==> config.mk <==
export PLATFORM = sky130hd
export DESIGN_NAME = apb_req_arbiter
export DESIGN_NICKNAME = d
export VERILOG_FILES = /design/src/rtl/apb_req_arbiter_pkg.sv /design/src/rtl/apb_req_arbiter_rr.sv /design/src/rtl/apb_req_arbiter.sv
export SDC_FILE = /design/constraint.sdc
export NUM_CORES = 1
export LEC_CHECK = 0
export CORE_MARGIN = 2
export CORE_UTILIZATION = 40
export CTS_BUF_LIST = sky130_fd_sc_hd__clkbuf_8
export CTS_CLUSTER_DIAMETER = 150
export DETAILED_ROUTE_END_ITERATION = 8
export PLACE_DENSITY = 0.7
export REMOVE_ABC_BUFFERS = 1
export SLEW_MARGIN = 20
export SYNTH_ARGS = -nofsm -noshare
export SYNTH_HDL_FRONTEND = slang
export SYNTH_SLANG_ARGS = --single-unit
==> constraint.sdc <==
create_clock -name PCLK -period 5.9 [get_ports PCLK]
set_clock_uncertainty 0.1 [all_clocks]
set_input_delay 1.475 -clock PCLK [delete_from_list [all_inputs] [get_ports PCLK]]
set_output_delay 1.475 -clock PCLK [all_outputs]
set_load 0.1 [all_outputs]
==> src/rtl/apb_req_arbiter_pkg.sv <==
// Shared types and width helpers for the APB request arbiter.
package apb_arb_pkg;

    typedef enum logic [1:0] {IDLE, SETUP, ACCESS, RESP} apb_arb_state_t;

    // Index width for a count of n items, never narrower than one bit.
    function automatic int unsigned idx_width(input int unsigned n);
        return (n <= 2) ? 1 : $clog2(n);
    endfunction

endpackage

==> src/rtl/apb_req_arbiter_rr.sv <==
// Combinational round-robin pick: first set request at or above ptr, with wrap-around.
module apb_rr_arbiter
    import apb_arb_pkg::*;
#(
    parameter int unsigned N = 4,
    localparam int unsigned IW = idx_width(N)
) (
    input  logic [N-1:0]  req,
    input  logic [IW-1:0] ptr,
    input  logic          en,
    output logic [N-1:0]  gnt_onehot,
    output logic [IW-1:0] gnt_idx
);

    logic [IW:0]   sum;
    logic [IW-1:0] cand;
    logic          found;

    always_comb begin
        gnt_onehot = '0;
        gnt_idx    = '0;
        found      = 1'b0;
        sum        = '0;
        cand       = '0;
        for (int unsigned k = 0; k < N; k++) begin
            // (ptr + k) mod N without a divider; ptr < N so one subtract suffices
            sum = {1'b0, ptr} + (IW+1)'(k);
            if (sum >= (IW+1)'(N)) begin
                sum = sum - (IW+1)'(N);
            end
            cand = sum[IW-1:0];
            if (en && !found && req[cand]) begin
                found            = 1'b1;
                gnt_onehot[cand] = 1'b1;
                gnt_idx          = cand;
            end
        end
    end

endmodule

==> src/rtl/apb_req_arbiter.sv <==
// Round-robin sharing of one APB master port between N_REQ valid/ready requesters,
// with wait-state support and an optional ACCESS-phase timeout.
module apb_req_arbiter
    import apb_arb_pkg::*;
#(
    parameter int unsigned N_REQ   = 4,
    parameter int unsigned ADDR_W  = 32,
    parameter int unsigned DATA_W  = 32,
    parameter int unsigned TIMEOUT = 16
) (
    input  logic                     PCLK,
    input  logic                     PRESET,
    input  logic [N_REQ-1:0]         req_valid,
    output logic [N_REQ-1:0]         req_ready,
    input  logic [N_REQ-1:0]         req_write,
    input  logic [N_REQ*ADDR_W-1:0]  req_addr,
    input  logic [N_REQ*DATA_W-1:0]  req_wdata,
    output logic [N_REQ-1:0]         rsp_valid,
    output logic [DATA_W-1:0]        rsp_rdata,
    output logic                     rsp_err,
    output logic                     rsp_timeout,
    output logic                     PSEL,
    output logic                     PENABLE,
    output logic                     PWRITE,
    output logic [ADDR_W-1:0]        PADDR,
    output logic [DATA_W-1:0]        PWDATA,
    input  logic [DATA_W-1:0]        PRDATA,
    input  logic                     PREADY,
    input  logic                     PSLVERR
);

    localparam int unsigned IW = idx_width(N_REQ);
    localparam int unsigned CW = idx_width(TIMEOUT);
    localparam bit          TO_EN = (TIMEOUT != 0);
    localparam logic [CW-1:0] TO_LAST = CW'((TIMEOUT == 0) ? 0 : TIMEOUT - 1);

    apb_arb_state_t    state;
    logic [IW-1:0]     ptr;
    logic [IW-1:0]     owner;
    logic [CW-1:0]     wait_cnt;
    logic [N_REQ-1:0]  gnt_onehot;
    logic [IW-1:0]     gnt_idx;
    logic [IW-1:0]     ptr_next;
    logic              gnt_en;
    logic              timeout_hit;

    logic [ADDR_W-1:0] addr_arr  [N_REQ];
    logic [DATA_W-1:0] wdata_arr [N_REQ];

    for (genvar i = 0; i < N_REQ; i++) begin : g_slice
        assign addr_arr[i]  = req_addr[i*ADDR_W +: ADDR_W];
        assign wdata_arr[i] = req_wdata[i*DATA_W +: DATA_W];
    end

    // Grants only in IDLE and never while reset is asserted.
    assign gnt_en      = (state == IDLE) && !PRESET;
    assign req_ready   = gnt_onehot;
    assign ptr_next    = (gnt_idx == IW'(N_REQ - 1)) ? '0 : gnt_idx + IW'(1);
    assign timeout_hit = TO_EN && (wait_cnt == TO_LAST);

    apb_rr_arbiter #(.N(N_REQ)) u_rr (
        .req        (req_valid),
        .ptr        (ptr),
        .en         (gnt_en),
        .gnt_onehot (gnt_onehot),
        .gnt_idx    (gnt_idx)
    );

    always_ff @(posedge PCLK or posedge PRESET) begin
        if (PRESET) begin
            state       <= IDLE;
            ptr         <= '0;
            owner       <= '0;
            wait_cnt    <= '0;
            PSEL        <= 1'b0;
            PENABLE     <= 1'b0;
            PWRITE      <= 1'b0;
            PADDR       <= '0;
            PWDATA      <= '0;
            rsp_valid   <= '0;
            rsp_rdata   <= '0;
            rsp_err     <= 1'b0;
            rsp_timeout <= 1'b0;
        end else begin
            case (state)
                IDLE: begin
                    if (|req_valid) begin
                        owner  <= gnt_idx;
                        ptr    <= ptr_next;
                        PWRITE <= req_write[gnt_idx];
                        PADDR  <= addr_arr[gnt_idx];
                        PWDATA <= wdata_arr[gnt_idx];
                        PSEL   <= 1'b1;
                        state  <= SETUP;
                    end
                end
                SETUP: begin
                    PENABLE <= 1'b1;
                    state   <= ACCESS;
                end
                ACCESS: begin
                    // PREADY wins over a timeout landing in the same cycle
                    if (PREADY) begin
                        PSEL        <= 1'b0;
                        PENABLE     <= 1'b0;
                        rsp_valid   <= N_REQ'(1) << owner;
                        rsp_rdata   <= PWRITE ? '0 : PRDATA;
                        rsp_err     <= PSLVERR;
                        rsp_timeout <= 1'b0;
                        state       <= RESP;
                    end else if (timeout_hit) begin
                        PSEL        <= 1'b0;
                        PENABLE     <= 1'b0;
                        rsp_valid   <= N_REQ'(1) << owner;
                        rsp_rdata   <= '0;
                        rsp_err     <= 1'b1;
                        rsp_timeout <= 1'b1;
                        state       <= RESP;
                    end else begin
                        wait_cnt <= wait_cnt + CW'(1);
                    end
                end
                RESP: begin
                    rsp_valid   <= '0;
                    rsp_rdata   <= '0;
                    rsp_err     <= 1'b0;
                    rsp_timeout <= 1'b0;
                    wait_cnt    <= '0;
                    state       <= IDLE;
                end
                default: state <= IDLE;
            endcase
        end
    end

endmodule

==> impl_metrics.env <==
export IMPL_status="finished, final reports clean"
export IMPL_fillers=2649
export IMPL_nNetsFinal=2147
export IMPL_path_clk_slew_ns=0.07
export IMPL_reg2reg_depth=10
export IMPL_intPower_uw=3787
export IMPL_synth_top_area_cell="dfrtp_1"
export IMPL_clock_latency_ns=0.45
export IMPL_antenna_found_initial=3
export IMPL_tightest_slew_ns=1.105
export IMPL_track_usage=0.3054
export IMPL_cts_buffers=17
export IMPL_timing_rr_start="ptr[1]"
export IMPL_whs_path_depth=2
export IMPL_ioPinCount=409
export IMPL_cts_setup_buffers=0
export IMPL_ff_latch_area_mm2=0.002882
export IMPL_drive_gt1_frac=0.08806
export IMPL_grt_overflow_total=0
export IMPL_max_stage_delay_ns=0.55
export IMPL_multiInputGateArea_mm2=0.008025
export IMPL_routedWlPerCell_um=21.64
export IMPL_die_w_um=174.7
export IMPL_start_util=0.4061
export IMPL_cts_tree="built"
export IMPL_ant_nets=0
export IMPL_cp_cell_sequence="clkdlybuf4s50_1, or3b_2, o22ai_1, and2_2, a22o_1, a221o_1, buf_12"
export IMPL_swShare=0.6092
export IMPL_ir_drop_mv=0.3517
export IMPL_ys_seq_elements=115
export IMPL_whs_endpoint="rsp_rdata[5]"
export IMPL_p_switching_uw=5902
export IMPL_p_per_area_mw_per_mm2=593.8
export IMPL_crit_fanout=9
export IMPL_final_cells=2237
export IMPL_hp_class="reg2reg"
export IMPL_fin_util=0.5684
export IMPL_seq_power_share=0.150
export IMPL_synth_distinct_cells=53
export IMPL_crit_path_start_kind="input port"
export IMPL_synth_seq_area_share=0.2469
export IMPL_arrival_ns=3.78
export IMPL_port_buffers=408
export IMPL_r2r_end="PWDATA[2]"
export IMPL_grt_pass1_vias=13650
export IMPL_hold_start="rsp_rdata[5]"
export IMPL_finish_instance_area_mm2=0.01632
export IMPL_async_flop_share=1.000
export IMPL_routed_wl_mm=48.42
export IMPL_yosys_warnings=0
export IMPL_crit_type="in2out"
export IMPL_clock_sinks=115
export IMPL_core_area_mm2=0.02870
export IMPL_die_h_um=174.7
export IMPL_crit_start="req_valid[1]"
export IMPL_dr_pass1_iters=6
export IMPL_crit_slowest_cell="clkdlybuf4s50_1"
export IMPL_drc=0
export IMPL_synth_area_top_cells="dfrtp_1 (25%), nand2_1 (13%), a311o_1 (11%), mux2_2 (6.7%), o221ai_1 (5.0%)"
export IMPL_synth_edff_count=0
export IMPL_leakagePower_uw=0.006022
export IMPL_hold_violations=0
export IMPL_r2r_slack_ns=1.68
export IMPL_rsz0062_at_grt="false"
export IMPL_cp_end_kind="output port"
export IMPL_cp_required_ns=4.32
export IMPL_synthCells=1560
export IMPL_clockPowerShare=0.096
export IMPL_clockBufferDepth=2
export IMPL_avgSynthCellArea_um2=7.473
export IMPL_relSlewSlack=0.2634
export IMPL_place_hpwl_mm=30.51
export IMPL_die_area_mm2=0.03053
export IMPL_p_total_uw=9689
export IMPL_placed_area_mm2=0.01584
export IMPL_cts_htree_levels=4
export IMPL_clock_fmax_mhz=186.7
export IMPL_synth_top_area_frac=0.2469
export IMPL_drv_cap=0
export IMPL_clockRootBuffer="clkbuf_8"
export IMPL_comb_power_share=0.755
export IMPL_fin_crit_ns=5.357
export IMPL_synth_top_flop_cell="dfrtp_1"
export IMPL_cts_resized=0
export IMPL_slew_violations=0
export IMPL_num_rows=62
export IMPL_setup_violations=0
export IMPL_syn2layout_area_growth_pct=39.96
export IMPL_drt_iter0_drc=1394
export IMPL_grt_max_degree=202
export IMPL_syn_cell_area_mm2=0.01166
export IMPL_grt_pass1_wl_mm=75.51
export IMPL_gp_congestion=0.8825
export IMPL_fin_crit_sh=0.9079
export IMPL_dp_cells=2203
export IMPL_hold_buffers=0
export IMPL_vias_per_cell=6.320
export IMPL_route_vias_total=14140
synth_stat cells, types with 3 or more instances:
cell      count
o221ai_1     66
and2_1       66
buf_6         8
nor3_1        3
buf_1         5
o211ai_2     10
a22o_1        5
o21ai_0     110
ha_1          9
mux2i_1       6
buf_4         7
a311o_1     128
nand3_1      72
or3_1         4
mux2_2       69
and3_1       66
buf_2        37
a221o_1       6
o211ai_1     55
nor2_1       10
nand2b_1      3
inv_1        10
a21oi_1      65
dfrtp_1     115
clkbuf_1    118
nand2_1     407
a211oi_1     68
final cells by class:
class	count	share of cell area
Antenna cell	2	0.0003067
Clock buffer	18	0.01518
Clock inverter	14	0.01373
Inverter	10	0.002761
Multi-Input combinational cell	1260	0.4919
Sequential cell	115	0.1766
Tap cell	384	0.02945
Timing Repair Buffer	434	0.2701
kinds of logic (layout without fill, tap and decap cells):
family / after synthesis / count (layout) / synth area share
xor+xnor: 1 / 1 / 0.0007515
flops: 115 / 115 / 0.2469
other cells: 0 / 2 / 0
fa+ha+maj: 9 / 9 / 0.009660
buf+inv: 185 / 476 / 0.07095
mux: 78 / 78 / 0.07631
simple gates: 638 / 638 / 0.2457
compound gates: 534 / 534 / 0.3498
layer usage:
| layer | up-vias | part of all wire | track usage |
|---|---|---|---|
| met2 | 726 | 0.47 | 0.4998 |
| met4 | 2 | 0.036 | 0.1309 |
| met3 | 109 | 0.098 | 0.08377 |
| li1 | 6463 | - | - |
| met1 | 6837 | 0.40 | 0.3777 |
| met5 | - | 0.00029 | 0 |
cell usage in the layout, fill, tap and decap left out, types with 19 or more instances in the layout:
| master | synthesis | final |
|---|---|---|
| a21oi_1 | 65 | 65 |
| a311o_1 | 128 | 128 |
| nand2_1 | 407 | 406 |
| nand3_1 | 72 | 71 |
| and3_1 | 66 | 66 |
| a211oi_1 | 68 | 68 |
| mux2_2 | 69 | 69 |
| o221ai_1 | 66 | 66 |
| dfrtp_1 | 115 | 114 |
| o211ai_1 | 55 | 55 |
| and2_1 | 66 | 65 |
| o21ai_0 | 110 | 109 |
| buf_4 | 7 | 19 |
| clkdlybuf4s50_1 | 0 | 404 |
power groups by stage:
stage / registers (uW) / clock network, uW / logic (uW)
floorplan: 4150 / 0 / 2580
global placement: 1440 / 0 / 7190
detailed placement: 1450 / 0 / 7260
CTS: 1450 / 944 / 7270
global route: 1490 / 971 / 7700
finish: 1450 / 926 / 7310
state kept, by name, indices dropped and copies added, names as in the netlist, 2 cells and up:
register	cells
rsp_rdata	32
owner	2
PADDR	32
ptr	2
PWDATA	32
state	2
rsp_valid	4
wait_cnt	4
through the flow:
step                TNS [ns]  hold slack, ns  worst slack (ns)
global placement           0          0.3608            0.6640
CTS                        0          0.3857            0.5813
finish                     0          0.3859            0.5434
detailed placement         0          0.3676            0.5876
global route               0          0.4115            0.5159
floorplan            -654.23          0.3985            -10.21
worst max-delay path: cells and delay by family:
family / cells / cell delay [ns]
AOI/OAI and AO/OA: 3 / 0.73
buffers and inverters: 2 / 0.74
and+or+nand+nor: 2 / 0.84
how the worst max path moves through the flow:
| stage | endpoint | slack [ns] | cells past startpoint |
|---|---|---|---|
| detailed placement | req_ready[1] | 0.59 | 7 |
| global placement | req_ready[3] | 0.66 | 7 |
| CTS | req_ready[1] | 0.58 | 7 |
| floorplan | req_ready[0] | -10.21 | 6 |
| global route | req_ready[1] | 0.52 | 7 |
| finish | req_ready[1] | 0.54 | 7 |
Power figures use the tool's default switching activity.
